[src/rtl/reg_req_encoder.sv]
// Serializes one-hot/multi-hot register requests into register numbers, one per
// valid/ready handshake, using round-robin or fixed-priority arbitration.
module reg_req_encoder #(
    parameter int unsigned NUM_REGS = 8,
    parameter int unsigned REG_W    = 3,
    parameter bit          RR_EN    = 1'b1
) (
    input  logic                clk,
    input  logic                reset,
    input  logic [NUM_REGS-1:0] req_in,
    input  logic                req_valid,
    output logic [REG_W-1:0]    reg_num,
    output logic                num_valid,
    input  logic                num_ready,
    output logic [NUM_REGS-1:0] pending_out
);

    typedef enum logic [0:0] {StIdle, StPresent} state_e;

    state_e              state_q, state_d;
    logic [NUM_REGS-1:0] pending_q, pending_d;
    logic [NUM_REGS-1:0] pend_by_reg, grant_mask, capture;
    logic [REG_W-1:0]    reg_num_q, reg_num_d;
    logic [REG_W-1:0]    ptr_q, ptr_d;
    logic [REG_W-1:0]    base, idx, sel;
    logic                found, grant;

    // Vector bit order is reversed relative to reg number: reg k lives in bit NUM_REGS-1-k.
    always_comb begin
        pend_by_reg = '0;
        for (int unsigned k = 0; k < NUM_REGS; k++) begin
            pend_by_reg[k] = pending_q[NUM_REGS-1-k];
        end
    end

    always_comb begin
        base  = RR_EN ? ptr_q : '0;
        idx   = '0;
        sel   = '0;
        found = 1'b0;
        for (int unsigned i = 0; i < NUM_REGS; i++) begin
            idx = base + REG_W'(i);
            if (!found && pend_by_reg[idx]) begin
                sel   = idx;
                found = 1'b1;
            end
        end
    end

    always_comb begin
        state_d   = state_q;
        reg_num_d = reg_num_q;
        grant     = 1'b0;
        unique case (state_q)
            StIdle: begin
                if (found) begin
                    grant   = 1'b1;
                    state_d = StPresent;
                end
            end
            StPresent: begin
                if (num_ready) begin
                    if (found) begin
                        grant = 1'b1;
                    end else begin
                        state_d = StIdle;
                    end
                end
            end
            default: state_d = StIdle;
        endcase
        if (grant) begin
            reg_num_d = sel;
        end
    end

    // Capture is ORed in after the grant clear, so a same-edge re-request survives.
    always_comb begin
        grant_mask = '0;
        for (int unsigned k = 0; k < NUM_REGS; k++) begin
            grant_mask[NUM_REGS-1-k] = grant && (sel == REG_W'(k));
        end
        capture   = req_valid ? req_in : '0;
        pending_d = (pending_q & ~grant_mask) | capture;
        ptr_d     = (RR_EN && grant) ? sel + 1'b1 : ptr_q;
    end

    always_ff @(posedge clk or posedge reset) begin
        if (reset) begin
            state_q   <= StIdle;
            pending_q <= '0;
            reg_num_q <= '0;
            ptr_q     <= '0;
        end else begin
            state_q   <= state_d;
            pending_q <= pending_d;
            reg_num_q <= reg_num_d;
            ptr_q     <= ptr_d;
        end
    end

    assign reg_num     = reg_num_q;
    assign num_valid   = (state_q == StPresent);
    assign pending_out = pending_q;

endmodule
[config.mk]
export PLATFORM = sky130hd
export DESIGN_NAME = reg_req_encoder
export DESIGN_NICKNAME = d
export VERILOG_FILES = /design/src/rtl/reg_req_encoder.sv
export SDC_FILE = /design/constraint.sdc
export NUM_CORES = 1
export LEC_CHECK = 0
export ABC_AREA = 1
export BUFFER_PORTS_ARGS = -buffer_cell sky130_fd_sc_hd__clkbuf_2
export CORE_MARGIN = 2
export CORE_UTILIZATION = 51
export DETAILED_ROUTE_END_ITERATION = 12
export PLACE_DENSITY = 0.72
export SYNTH_ARGS = -nofsm -noshare
export SYNTH_HDL_FRONTEND = slang
export SYNTH_SLANG_ARGS = --single-unit
[constraint.sdc]
create_clock -name clk -period 2.75 [get_ports clk]
set_input_delay 0.275 -clock clk [delete_from_list [all_inputs] [get_ports clk]]
set_output_delay 0.275 -clock clk [all_outputs]
set_load 0.01 [all_outputs]
Word-level counts from Yosys, hierarchy flattened
Cells that the tools add are included.
W data, S select, Z words.
- register bits after elaboration: 15
- latch bits: 0
- bits in writable memories: 0
- bits in read-only memories: 0
- output and inout bits: 12
- logic and storage cells: 92
- memories kept: 0
- add/sub/neg operators: 8
- $mul: 0
- divide/modulo/power cells: 0
- magnitude comparators: 8
- equality and inequality tests: 7
- shift operators: 0
- mux-type cells: 38
- bitwise logic cells: 4
- reduce and logical (&&, ||, !) cells: 23
- operators by type and width (operator ; count):
    $lt A3 B4 Y1 const B ; 8
    $bmux W1 S3 ; 8
    $mux W3 ; 8
    $mux W1 ; 19
    $logic_and A1 B1 Y1 ; 15
    $add A3 B3 Y3 const B ; 4
    $eq A3 B3 Y1 const B ; 4
    $and A8 B8 Y8 ; 1
    $mux W8 ; 1
    $not A8 Y8 ; 1
    $or A8 B8 Y8 ; 1
    $logic_not A1 Y1 ; 7
    $add A3 B1 Y3 const B ; 2
    $add A3 B2 Y3 const B ; 2
    $eq A3 B2 Y1 const B ; 2
    $pmux W1 S2 ; 2
    $eq A3 B1 Y1 const B ; 1
    $logic_not A3 Y1 ; 1
    $not A1 Y1 ; 1

Longest topological paths before layout
Gate-level depths: netlist (run 1).
- word-level depth: 31
- depth in mapped cells: 21
- gate-level depth less buffers: 20

Least setup slack after synthesis (run 1)
OpenSTA, ideal clock, no wires.
- kind: reg2reg
- start: register ptr_q[1], in the netlist base[1]
- end: register ptr_q[2], in the netlist base[2]
- library setup time: 129 ps
- arrival time: 2594 ps
- required time: 2621 ps
- path slack: 27 ps
- stages on the path, launching flop included: 19
- clock period less this slack: 2723 ps
- cell sequence: dfrtp_1 -> buf_8 -> inv_4 -> ha_1 -> inv_1 -> nand3_1 -> nand3_2 -> nand2_4 -> nor2_8 -> nand4_4 -> nor3_2 -> nand2_1 -> nand3_1 -> nand2_2 -> inv_1 -> ha_1 -> ha_1 -> nand2_1 -> o21ai_0
- RTL lines (item ; RTL line ; source):
    from (decl) ; 24 ; logic [REG_W-1:0] ptr_q, ptr_d;
    from (signal assigned) ; 98 ; ptr_q <= ptr_d;
    branches (longest 23 deep; another with $add A3 B1 Y3) ; n/a ;
    $mux W3 (*) ; 43 ; if (!found && pend_by_reg[idx]) begin
    named net sel[0] ; 25 ; logic [REG_W-1:0] base, idx, sel;
    $add A3 B1 Y3 (*) ; 85 ; ptr_d = (RR_EN && grant) ? sel + 1'b1 : ptr_q;
Mark *: on every way through the listed nets, which the timed path passes. The select of a mux whose other input is x is not followed.
A chain may end at the register's enable or synchronous reset.

Worst setup path after layout (run 1)
Ends and elaborated chain as after synthesis.

==> metrics, run 1 <==
syn nets 232; WP data required 2.91 ns; Synth Warn # 0; nets 269; Pins Over Slew Limit 0; R2R Path Start base[1]$_DFFE_PP0P_; clock slew at reported path FFs 0.08 ns; Overflow after GRT 0; GP Congestion 0.873; synthesized instance count 213; DP Area 0.00169 mm2; Period minus WS final 2.62 ns; clock latency on the worst-skew pair 0.27 ns; Final Cycle Share 95.2%; Area Overhead vs Synth 23.5%; critical path class reg -> reg; Final Hold Vio Count 0; routed vias/inst 5.03; CORE AREA 0.00278 mm2; Synth Area per Inst 7.05 um2; CTS tree built; worst-path maximum fanout 7; die area 0.00340 mm2; most frequent cells in the layout 79 x nand2_1, 27 x nand3_1, 23 x clkbuf_2; DR WL/cell 12.4 um; Final Instance Area 0.00186 mm2; Die W 58.3 um; Residual DRC 0; Routed Wire Length 3470 um; DP HPWL 2830 um; maximum buffer depth of the clock tree 2; Routed Antenna Nets 0; reg2reg path depth 16; status finished clean; cts hold-fix bufs 0; worst-margin pin slew 0.565 ns; antenna cells 0; Vert. Die Dim 58.3 um; clk sinks 15; R2R setup slack 0.13 ns; CTS Buf Count 3; Max Cap Viol 0; largest net degree at the start of global routing 16; Setup violations, final 0; Synth cell types 33; Worst setup EP type flip-flop; initial core utilization 54.0%; vias in the first global route 1349; first-pass GRT wire length 5980 um; Worst Path Arrival 2.78 ns; All-Layer GR Usage 22.8%; commonest non-fill, non-tap cell in the layout nand2_1; via count 1408; Clock Skew 0.000531 ns; H-tree levels 1; register bit total from synthesis 15; DR pass1 iterations 4; Buffers on Ports 23; share of layout cells above drive strength 1 36.5%; IO Pins 24; synthesized area 0.00150 mm2; cell row count 19; initial antenna violation count 0; Root Buffer clkbuf_4; sequential cell area fraction in the yosys report 25.0%; Slew HR 62.3%; CP Launch Point base[1]$_DFFE_PP0P_; Fmax 0.382 GHz; HP Class in -> async; detailed router's first-iteration violation count 62; CP Launch Type flip-flop
## path summary, 6_finish.rpt
kind / endpoint
setup / recovery: base[2]$_DFFE_PP0P_
hold / removal: pending_out[2]$_DFF_PP0_
setup reg to reg: base[2]$_DFFE_PP0P_
hold reg to reg: reg_num[2]$_DFFE_PP0P_
max in group asynchronous: reg_num[0]$_DFFE_PP0P_
min in group clk: pending_out[1]$_DFF_PP0_
## synthesized netlist by cell type
library cell  number  area (um2)
nand2_4            3        33.8
o2111ai_1          1        8.76
xor2_4             1        27.5
nor2_8             1        20.0
o21ai_2            2        17.5
nor2_2             3        18.8
a31oi_1            1        6.26
ha_1               7        87.6
nor3_1             2        10.0
nand2_2            7        43.8
inv_2              2        7.51
xnor2_1            2        17.5
nand3_1           33         165
a21oi_1            2        10.0
and2_4             1        8.76
nor2_1             9        33.8
buf_6              3        33.8
dfrtp_1           15         375
o21ai_0            4        20.0
o21ai_1            1        5.00
nor2_4             1        11.3
nand3b_2           1        11.3
xor2_2             1        16.3
inv_4              1        6.26
nand3_2            7        70.1
buf_8              1        15.0
inv_1             17        63.8
nand4_4            1        21.3
buf_1              1        3.75
nand2_1           79         297
nor3_2             1        10.0
xor2_1             1        8.76
nand3_4            1        17.5
## through the flow
step	hold WS [ns]	instances	TNS [ns]	utilization, %	worst slack, ns
global placement	0.333	274	0	60.9	0.0810
floorplan	0.176	213	0	-	0.0268
CTS	0.0304	278	0	61.9	0.0217
detailed placement	0.336	274	0	60.9	0.0389
global route	0.0817	280	-0.0237	66.7	-0.0126
finish	0.0245	280	0	66.7	0.133
## area by class of cell
| class | count | area, um2 |
|---|---|---|
| multi-input cells | 173 | 1110 |
| well taps | 31 | 38.8 |
| clock buffers | 4 | 26.3 |
| flip-flops and latches | 15 | 375 |
| repair buffers | 37 | 224 |
| inverters | 20 | 77.6 |
| fillers | 252 | 926 |
## per-layer routing
metal  wire (um)  part of all wire, %  GRT usage, %
met1        1640                   47          31.1
met2        1730                   50          38.5
met3          75                  2.2         0.670
met4          32                 0.92          8.31
met5           0                    0             0
## sequential cells by signal, summed over array words and instances (netlist names)
register,cells
base,3
num_valid,1
reg_num,3
pending_out,8
## worst max-delay path, stage by stage, from the launching register on
cell     delay (ns)
dfrtp_1        0.43
buf_4          0.19
ha_4           0.18
xnor2_2        0.24
nand3_4        0.12
nand2_4        0.12
nor2_8         0.04
nand3_1        0.10
nor2_1         0.05
nand2_1        0.05
nand3_1        0.09
nor2_2         0.11
nand3_2        0.13
ha_2           0.22
ha_1           0.29
nand2_1        0.06
o21ai_0        0.07
## logic make-up (layout without fill, tap and decap cells)
kind of cell | count (synthesis) | after routing | synth area share, %
AND/OR/NAND/NOR | 150 | 150 | 51.4
buffers and inverters | 25 | 61 | 8.66
flip-flops | 15 | 15 | 25.0
AO/OA/AOI/OAI | 11 | 11 | 4.50
adder cells (fa/ha/maj) | 7 | 7 | 5.83
XOR/XNOR | 5 | 5 | 4.66
## repair_timing
| item | in CTS | in global routing |
|---|---|---|
| buffers inserted | 0 | 2 |
| endpoints found under the setup margin | 0 | 10 |
| endpoints found under the hold margin | 0 | 0 |
| gates resized for setup | 0 | 24 |
Power of run 1 is left out: the tool's default activity adds up to more than one toggle a clock period on the data nets, which glitch-free logic cannot reach.
==> inputs of run 2 (changes only) <==
==> constraint.sdc (replaced) <==
create_clock -name clk -period 2.75 [get_ports clk]
set_input_delay 0 -clock clk [delete_from_list [all_inputs] [get_ports clk]]
set_output_delay 0 -clock clk [all_outputs]
set_load 0.01 [all_outputs]
==> metrics, run 2 (same netlist as run 1, synthesis figures left out) <==
clk sinks 15 (unchanged); Pins Over Slew Limit 0 (unchanged); status finished clean (unchanged); IO Pins 24 (unchanged); Final Cycle Share 95.2% (about the same); vias in the first global route 1394 (was 1349); Routed Wire Length 3670 um (was 3470 um); detailed router's first-iteration violation count 58 (was 62); Slew HR 62.2% (was 62.3%); antenna cells 0 (unchanged); routed vias/inst 5.04 (was 5.03); commonest non-fill, non-tap cell in the layout nand2_1 (unchanged); Vert. Die Dim 58.3 um (unchanged); Clock Skew 0.00136 ns (was 0.000531 ns); share of layout cells above drive strength 1 35.3% (was 36.5%); die area 0.00340 mm2 (unchanged); sequential cell area 375 um2 (unchanged); critical path class reg -> reg (unchanged); HP Class in -> reg (was in -> async); Worst Path Arrival 2.78 ns (about the same); clock slew at reported path FFs 0.08 ns (about the same); worst-margin pin slew 0.567 ns (was 0.565 ns); Area Overhead vs Synth 29.5% (was 23.5%); largest net degree at the start of global routing 16 (unchanged); DR pass1 iterations 4 (unchanged); CTS tree built (unchanged); Largest register FFs 8 (unchanged); DP HPWL 2830 um (unchanged); reg2reg path depth 16 (unchanged); maximum buffer depth of the clock tree 2 (unchanged); most frequent cells in the layout 79 x nand2_1, 27 x nand3_1, 23 x clkbuf_2 (unchanged); Die W 58.3 um (unchanged); Worst setup EP type flip-flop (unchanged); worst-path maximum fanout 7 (unchanged); CTS Buf Count 3 (unchanged); Fin Setup TNS 0 ns (unchanged); Max Cap Viol 0 (unchanged); Fmax 0.382 GHz (about the same); Residual DRC 0 (unchanged); Root Buffer clkbuf_4 (unchanged); All-Layer GR Usage 23.7% (was 22.8%); initial core utilization 54.0% (unchanged); nets 278 (was 269); clock latency on the worst-skew pair 0.27 ns (about the same); DR WL/cell 12.7 um (was 12.4 um); Layout fillers 234 (was 252); initial antenna violation count 0 (unchanged); WP data required 2.91 ns (about the same); H-tree levels 1 (unchanged); CORE AREA 0.00278 mm2 (unchanged); area of the multi-input gates 0.00111 mm2 (unchanged); CP Launch Type flip-flop (unchanged); Period minus WS final 2.62 ns (about the same); first-pass GRT wire length 6220 um (was 5980 um); via count 1458 (was 1408); cell row count 19 (unchanged); GP Congestion 0.873 (unchanged); hold depth 3; Final Hold Vio Count 0 (unchanged); Setup violations, final 0 (unchanged); R2R setup slack 0.13 ns (about the same); Routed Antenna Nets 0 (unchanged); Finished Core Util 70.0% (was 66.7%); Overflow after GRT 0 (unchanged); Buffers on Ports 23 (unchanged)
-- run 2: cell types whose count changed in the layout (fill, tap and decap cells not counted), sizes merged --
cell,previous run,this run
dlygate4sd3,0,9
-- run 2: worst paths after layout --
check / startpoint / to
max: base[1]$_DFFE_PP0P_ / base[2]$_DFFE_PP0P_
min: req_valid / pending_out[1]$_DFF_PP0_
max reg2reg: base[1]$_DFFE_PP0P_ / base[2]$_DFFE_PP0P_
min reg2reg: reg_num[2]$_DFFE_PP0P_ / reg_num[2]$_DFFE_PP0P_
max in group asynchronous: reset / reg_num[0]$_DFFE_PP0P_
min in group asynchronous: reset / pending_out[2]$_DFF_PP0_
-- run 2: layer usage --
metal	share of wire, %	up-vias	routed length (um)	GRT usage [%]
met5	0	-	0	0
met4	0.93	0	34	8.31
met3	1.6	4	57	0.670
met2	50	25	1850	40.6
met1	47	656	1730	32.1
li1	-	773	-	-
-- run 2: per-stage QoR --
step                hold slack (ns)  instances  instance area [um2]  worst slack (ns)
global route                 0.0486        289                 1950           -0.0127
floorplan                   -0.0985        213                 1500            0.0268
detailed placement           0.0607        274                 1690            0.0389
CTS                          0.0195        287                 1810            0.0217
finish                       0.0264        289                 1950             0.133
global placement             0.0578        274                 1690            0.0810
-- run 2: layout make-up --
type,instances,share of cell area (%)
multi-input cells,173,57.2
flip-flops and latches,15,19.3
repair buffers,46,16.1
inverters,20,3.99
well taps,31,1.99
clock buffers,4,1.35
-- run 2: what timing repair did --
| item | in CTS | in global routing |
|---|---|---|
| hold buffers | 9 | 0 |
| setup buffers | 0 | 2 |
| gates resized for setup | 0 | 24 |
| endpoints found under the hold margin | 23 | 0 |
| setup endpoints to repair | 0 | 10 |
-- run 2: worst max-delay path, cell delays in order, from the launching register on --
cell,delay (ns)
dfrtp_1,0.43
buf_4,0.19
ha_4,0.18
xnor2_2,0.24
nand3_4,0.12
nand2_4,0.12
nor2_8,0.04
nand3_1,0.10
nor2_1,0.05
nand2_1,0.05
nand3_1,0.09
nor2_2,0.11
nand3_2,0.13
ha_2,0.22
ha_1,0.29
nand2_1,0.06
o21ai_0,0.07
Power of run 2 is left out for the same reason.
